--- src/rtl/ca_life_engine.sv ---
// One-dimensional elementary cellular automaton (Wolfram rule) with serial
// loading, single-step and prescaled free-running step modes.
module ca_life_engine #(
  parameter int WIDTH = 8,
  parameter int GEN_W = 16,
  parameter bit WRAP  = 1'b1
) (
  input  logic             clk,
  input  logic             rst_n,
  input  logic             ena,
  input  logic [7:0]       rule,
  input  logic             load_valid,
  input  logic             load_bit,
  output logic             load_ready,
  input  logic             step_req,
  input  logic             run,
  input  logic [7:0]       period,
  output logic [WIDTH-1:0] cells,
  output logic [GEN_W-1:0] gen_count,
  output logic             alive,
  output logic             stable,
  output logic             step_done,
  output logic             load_done
);

  localparam int CNT_W = $clog2(WIDTH + 1);

  typedef enum logic [0:0] {
    IDLE = 1'b0,
    LOAD = 1'b1
  } state_t;

  state_t             state_q, state_d;
  logic [WIDTH-1:0]   cells_q, cells_d;
  logic [GEN_W-1:0]   gen_q, gen_d;
  logic [CNT_W-1:0]   cnt_q, cnt_d;
  logic [7:0]         presc_q, presc_d;
  logic               alive_q, alive_d;
  logic               stable_q, stable_d;
  logic               step_done_q, step_done_d;
  logic               load_done_q, load_done_d;
  logic               load_ready_q, load_ready_d;
  logic [WIDTH-1:0]   next_s;
  logic [7:0]         p_eff_s;
  logic               do_step_s;

  // Neighbours outside the row read as 0 unless the row is a torus.
  function automatic logic [WIDTH-1:0] next_gen(input logic [WIDTH-1:0] c,
                                                input logic [7:0] r);
    logic [WIDTH-1:0] n;
    logic             l, s, rt;
    n = '0;
    for (int i = 0; i < WIDTH; i++) begin
      s  = c[i];
      l  = (WRAP || (i != WIDTH - 1)) ? c[(i + 1) % WIDTH] : 1'b0;
      rt = (WRAP || (i != 0)) ? c[(i + WIDTH - 1) % WIDTH] : 1'b0;
      n[i] = r[{l, s, rt}];
    end
    return n;
  endfunction

  always_comb begin
    state_d      = state_q;
    cells_d      = cells_q;
    gen_d        = gen_q;
    cnt_d        = cnt_q;
    presc_d      = presc_q;
    stable_d     = stable_q;
    step_done_d  = 1'b0;
    load_done_d  = 1'b0;
    do_step_s    = 1'b0;
    next_s       = next_gen(cells_q, rule);
    p_eff_s      = (period == 8'd0) ? 8'd1 : period;

    if (ena) begin
      case (state_q)
        IDLE: begin
          if (load_valid) begin
            state_d = LOAD;
            cells_d = {cells_q[WIDTH-2:0], load_bit};
            cnt_d   = CNT_W'(1);
            presc_d = 8'd0;
          end else begin
            if (step_req) begin
              do_step_s = 1'b1;
              presc_d   = 8'd0;
            end else if (run) begin
              // presc_q never exceeds 254, so the increment cannot overflow.
              if ((presc_q + 8'd1) >= p_eff_s) begin
                do_step_s = 1'b1;
                presc_d   = 8'd0;
              end else begin
                presc_d = presc_q + 8'd1;
              end
            end else begin
              presc_d = 8'd0;
            end
            if (do_step_s) begin
              cells_d     = next_s;
              gen_d       = gen_q + GEN_W'(1);
              step_done_d = 1'b1;
              stable_d    = (next_s == cells_q);
            end else begin
              cells_d = cells_q;
            end
          end
        end
        LOAD: begin
          presc_d = 8'd0;
          if (load_valid) begin
            cells_d = {cells_q[WIDTH-2:0], load_bit};
            if (cnt_q == CNT_W'(WIDTH - 1)) begin
              state_d     = IDLE;
              cnt_d       = '0;
              load_done_d = 1'b1;
              stable_d    = 1'b0;
            end else begin
              cnt_d = cnt_q + CNT_W'(1);
            end
          end else begin
            cnt_d = cnt_q;
          end
        end
        default: begin
          state_d = IDLE;
          cnt_d   = '0;
          presc_d = 8'd0;
        end
      endcase
    end else begin
      state_d = state_q;
    end

    alive_d      = |cells_d;
    load_ready_d = (state_d == IDLE) || (state_d == LOAD);
  end

  // State and registered outputs.
  always_ff @(posedge clk or negedge rst_n) begin
    if (!rst_n) begin
      state_q      <= IDLE;
      cells_q      <= '0;
      gen_q        <= '0;
      cnt_q        <= '0;
      presc_q      <= 8'd0;
      alive_q      <= 1'b0;
      stable_q     <= 1'b0;
      step_done_q  <= 1'b0;
      load_done_q  <= 1'b0;
      load_ready_q <= 1'b1;
    end else begin
      state_q      <= state_d;
      cells_q      <= cells_d;
      gen_q        <= gen_d;
      cnt_q        <= cnt_d;
      presc_q      <= presc_d;
      alive_q      <= alive_d;
      stable_q     <= stable_d;
      step_done_q  <= step_done_d;
      load_done_q  <= load_done_d;
      load_ready_q <= load_ready_d;
    end
  end

  assign cells      = cells_q;
  assign gen_count  = gen_q;
  assign alive      = alive_q;
  assign stable     = stable_q;
  assign step_done  = step_done_q;
  assign load_done  = load_done_q;
  assign load_ready = load_ready_q;

endmodule

--- config.mk ---
export PLATFORM = sky130hd
export DESIGN_NAME = ca_life_engine
export DESIGN_NICKNAME = d
export VERILOG_FILES = /design/src/rtl/ca_life_engine.sv
export SDC_FILE = /design/constraint.sdc
export NUM_CORES = 1
export LEC_CHECK = 0
export ABC_CLOCK_PERIOD_IN_PS = 3150
export CORE_MARGIN = 2
export CORE_UTILIZATION = 30
export CTS_BUF_LIST = sky130_fd_sc_hd__clkbuf_16
export DETAILED_ROUTE_END_ITERATION = 16
export PLACE_DENSITY_LB_ADDON = 0.05
export SLEW_MARGIN = 20
export SYNTH_ARGS = -nofsm -noshare
export SYNTH_HDL_FRONTEND = slang
export SYNTH_SLANG_ARGS = --single-unit
export TNS_END_PERCENT = 30
--- constraint.sdc ---
create_clock -name clk -period 3.15 [get_ports clk]
set_clock_uncertainty 0.15 [all_clocks]
set_input_delay 0.4725 -clock clk [delete_from_list [all_inputs] [get_ports clk]]
set_output_delay 0.4725 -clock clk [all_outputs]
set_load 0.01 [all_outputs]
After elaboration in Yosys (flattened, before gate mapping)
Cells that the tools add are included.
- logic and storage cells: 89
- register bits after elaboration: 41
- output and inout port bits: 29
- reductions and logical operators: 5
- $add $sub $neg: 3
- multiplexer cells: 54
- equality and inequality tests: 7
- bitwise gates (word level): 2
- $lt $le $gt $ge: 9
- operator list (cell ; count):
    two-way mux 8 bit ; 9
    less-than comparator 3 x 4 -> 1 bit (second input constant) ; 8
    case mux 8 bit (2 select lines) ; 2
    two-way mux 1 bit ; 29
    binary-select mux 1 bit (select 3 bit) ; 8
    adder 16 x 1 -> 16 bit (second input constant) ; 1
    two-way mux 4 bit ; 3
    adder 8 x 1 -> 8 bit (second input constant) ; 1
    equality test 8 bit ; 1
    greater-or-equal comparator 8 bit ; 1
    logical NOT 8 bit ; 1
    inequality test 2 bit (second input constant) ; 4
    case mux 4 bit (2 select lines) ; 1
    OR reduction 8 bit ; 1
    AND reduction 5 bit ; 1
    adder 4 x 1 -> 4 bit (second input constant) ; 1
    equality test 4 x 3 -> 1 bit (second input constant) ; 1
    case mux 1 bit (2 select lines) ; 2
    AND reduction 4 bit ; 1
    AND reduction 3 bit ; 1
    inequality test 2 x 1 -> 1 bit (second input constant) ; 1
    inverter 1 bit ; 2

Logic depth before layout (Yosys ltp)
- depth in word-level cells: 14
- mapped depth: 13
- mapped depth without buffers: 12

Worst setup path after synthesis
No wires, ideal clock.
- path kind: reg-to-reg
- start point: reg presc_q[0]
- end point: reg gen_q[15] (netlist: gen_count[15])
- cell stages (with the launch flop): 13
- setup time: 0.079 ns
- clock period less this slack: 3.006 ns
- data arrival time: 2.777 ns
- data required time: 2.921 ns
- setup slack: 0.144 ns
- path buffers: 1
- cell sequence: dfrtp_1 > ha_1 > nand3_1 > nor3_1 > xnor2_1 > ha_1 > nand4_1 > or4_4 > buf_6 > a21oi_4 > nand4_4 > nor3_2 > xor2_1
- word-level cells in the longest chain between the ends: 9
- ends and longest elaborated chain (what ; RTL line ; source):
    from (decl) ; 37 ; logic [7:0] presc_q, presc_d;
    from (signal assigned) ; 156 ; presc_q <= presc_d;
    adder 8 x 1 -> 8 bit ; 89 ; if ((presc_q + 8'd1) >= p_eff_s) begin
    greater-or-equal comparator 8 bit ; 89 ;
    two-way mux 1 bit ; 89 ;
    two-way mux 1 bit ; 87 ; end else if (run) begin
    two-way mux 1 bit ; 84 ; if (step_req) begin
    two-way mux 1 bit ; 78 ; if (load_valid) begin
    two-way mux 1 bit ; 76 ; case (state_q)
    two-way mux 1 bit ; 75 ; if (ena) begin
    AND reduction 4 bit (no source line) ; - ;
    to (signal assigned) ; 154 ; gen_q <= gen_d;
    to (decl) ; 35 ; logic [GEN_W-1:0] gen_q, gen_d;
Every way passes these cells. The select of a mux whose other input is x is not followed.
A chain may end at the register's enable or synchronous reset.

Worst setup path in the final report
- start point: reg presc_q[0]
- end point: reg stable_q (netlist: stable)
- word-level cells in the longest chain between the ends: 10
- ends and longest elaborated chain (what ; RTL line ; source):
    adder 8 x 1 -> 8 bit ; 89 ;
    greater-or-equal comparator 8 bit ; 89 ;
    two-way mux 1 bit ; 89 ;
    two-way mux 1 bit ; 87 ;
    two-way mux 1 bit ; 84 ;
    two-way mux 1 bit ; 78 ;
    two-way mux 1 bit ; 76 ;
    two-way mux 1 bit ; 75 ;
    inequality test 2 bit (no source line) ; - ;
    AND reduction 5 bit (no source line) ; - ;
    to (signal assigned) ; 158 ; stable_q <= stable_d;
    to (decl) ; 39 ; logic stable_q, stable_d;
Every way passes these cells. The select of a mux whose other input is x is not followed.

==> flow_summary.json <==
{
  "critPathLaunchType": "register",
  "syn_area_per_cell_um2": 10.3,
  "synth_fp_nets": 323,
  "end_kind": "register",
  "timing.fmax_mhz": 316,
  "post-route-drc-count": 0,
  "grt_max_degree": 42,
  "die_w_um": 103,
  "drv_slew": 0,
  "final_nets": 401,
  "seq_area_um2": 1030,
  "ant_nets": 0,
  "htree_levels": 2,
  "async_reset_ff_share_pct": 100,
  "max_slew.worst_pin.slew_ns": 0.943,
  "worst_ep_required_time_ns": 3.16,
  "yosys.area_share.adder_pct": 5.49,
  "gr-usage-met1_pct": 21.6,
  "utilization_pct": 43.0,
  "io_pins": 52,
  "wire_per_inst_um": 15.2,
  "ir_drop_v": 0.000226,
  "antenna_found_initial": 0,
  "hold_viol": 0,
  "leakage_nw": 1.84,
  "grt_util_met2_pct": 22.9,
  "fp.dieH_um": 103,
  "min_path_type": "input pin to asynchronous set/reset pin",
  "place_area_um2": 3780,
  "ys_types": 56,
  "synth_cells": 287,
  "drv_cap": 0,
  "grtUsageMet3_pct": 2.22,
  "synth_top_area_cell": "dfrtp_1",
  "clk_pin_slew_ns": 0.06,
  "grt_pass1_wl_um": 12100,
  "ys_warn_count": 0,
  "rows": 36,
  "area_growth_pct": 40.8,
  "grt_overflow": 0,
  "crit_type": "register to register",
  "design_area_um2": 4170,
  "drtPass1Iterations": 4,
  "synth-xor-area-share_pct": 7.69,
  "synthMuxAreaShare_pct": 16.8,
  "clock-root-buffer": "clkbuf_16",
  "relSlewSlack_pct": 37.1,
  "crit_fanout": 5,
  "synth.ff_latch_count": 41,
  "syn_area_um2": 2960,
  "drive_above_1_share_pct": 28.2,
  "synth_ff_type": "dfrtp_1",
  "cts_sinks": 41,
  "power_density_nw_per_um2": 513,
  "synth_top_family_by_area": "simple AND/OR/NAND/NOR gates",
  "grtUsageTotal_pct": 14.8,
  "insertion_delay_ns": 0.28,
  "cp_data_arrival_time_ns": 3.18,
  "postLayoutSetupSlackWorst_ns": -0.0128,
  "multi_input_area_um2": 1970,
  "synth_edf_count": 0,
  "final_common_cell": "clkdlybuf4s50_1",
  "synthTopCellsByArea": "dfrtp_1 35%, mux4_2 12%, ha_1 5.5%",
  "gp_congestion": 0.824,
  "start_util_pct": 30.6,
  "antenna_cells": 0,
  "cts_tree": "yes",
  "rsz0062_at_grt": "true",
  "die_area_um2": 10700,
  "vias": 2406,
  "synthSimpleGateAreaFrac_pct": 17.0,
  "synth.top_cell.area_share_pct": 34.7,
  "status": "complete, but fails checks",
  "io_buffers": 50,
  "final-setup-viol-count": 1,
  "numCtsBuffers": 5,
  "timing.final.crit_share_pct": 100,
  "synth_seq_area_share_pct": 34.7,
  "cts_max_path_buffers": 2,
  "grt_pass1_vias": 2349,
  "fill_cells": 934,
  "final_cell_mix": "47 x clkdlybuf4s50_1, 41 x dfrtp_1, 33 x buf_4",
  "violations": "negative setup slack",
  "dp_hpwl_um": 5550,
  "totalWireLength_um": 7570,
  "top_usage_layer": "met2",
  "core_area_um2": 9680,
  "via_per_inst": 4.83,
  "min_period_ns": 3.16,
  "drt-initial-drc-count": 121,
  "final.setup.tns_ns": -0.0128,
  "synth_compound_area_share_pct": 12.3
}
## where the power goes
part           leakage (nW)  internal [mW]  switching [mW]
registers             0.528          0.606           0.169
logic                  1.24          0.516           0.365
clock network        0.0685          0.283           0.196
total                  1.84           1.41           0.731
## final cells by class
type	instances	area share (%)
flip-flops and latches	41	24.6
clock inverters	2	0.180
repair buffers	87	18.9
well taps	133	3.99
clock buffers	5	3.00
inverters	23	2.07
multi-input cells	207	47.3
## cells in the mapped netlist, types with 3 or more instances
master,count
nor3_1,4
mux2_2,5
nor4_1,4
a211oi_1,3
nor2_1,18
nand2b_1,6
nand2_1,21
o21ai_0,16
a22o_1,3
xor2_1,12
mux4_2,16
ha_1,13
and3_1,3
nor3_2,3
xnor2_1,14
mux2i_1,7
buf_2,3
a22oi_1,4
inv_1,23
a21oi_1,4
clkbuf_1,9
nand3_1,8
nand4_1,5
dfrtp_1,41
## timing repair
item,CTS,global route
resized for setup,18,32
cloned,1,0
hold buffers,0,0
setup endpoints to repair,24,28
setup buffers,0,4
pin swaps,9,18
## metrics by stage
step	cells	setup WS (ns)	total power [mW]	hold WS, ns
2_1_floorplan	287	0.144	1.30	0.0269
3_3_place_gp	486	-0.490	1.64	0.308
3_5_place_dp	486	-0.635	1.64	0.308
4_1_cts	494	-0.0153	2.14	0.239
5_1_grt	498	-0.200	2.29	0.275
6_report	498	-0.0128	2.14	0.188
## cells by family after synthesis
family / Yosys count
adders and majority gates: 13
other: 1
muxes: 29
and+or+nand+nor: 89
buffers and inverters: 39
AOI/OAI and AO/OA: 49
DFF: 41
xor gates and xnor gates: 26
## final timing paths
kind	from	to	slack (ns)	depth (start not counted)
setup / recovery	presc_q[0]$_DFFE_PN0P_	stable$_DFFE_PN0P_	-0.01	14
hold / removal	rst_n	gen_count[5]$_DFFE_PN0P_	0.19	1
setup reg to reg	presc_q[0]$_DFFE_PN0P_	stable$_DFFE_PN0P_	-0.01	14
hold reg to reg	gen_count[15]$_DFFE_PN0P_	gen_count[15]$_DFFE_PN0P_	0.31	1
max in group asynchronous	rst_n	cnt_q[1]$_DFFE_PN0P_	2.07	1
min in group clk	gen_count[15]$_DFFE_PN0P_	gen_count[15]$_DFFE_PN0P_	0.31	1
## worst max-delay path, cell delays in order (launching register included)
cell      delay (ns)
dfrtp_1         0.44
ha_4            0.18
nand3_4         0.08
nor3_4          0.23
xnor2_2         0.15
ha_1            0.28
buf_4           0.14
a21o_1          0.18
o21ai_2         0.18
o311ai_4        0.14
a21oi_2         0.24
buf_6           0.16
o21ai_0         0.07
nand3b_1        0.12
mux2_4          0.30
## registers in the layout, indices dropped and copies added, names as in the netlist
signal,cells
presc_q,8
gen_count,16
cells,8
alive,1
step_done,1
state_q,1
cnt_q,4
load_done,1
stable,1
## layer usage
layer | vias to the layer above | wire length, um
met5 | - | 0
met4 | 0 | 107
met3 | 7 | 315
met2 | 53 | 3420
met1 | 1153 | 3730
li1 | 1193 | -
Power figures use the tool's default switching activity.
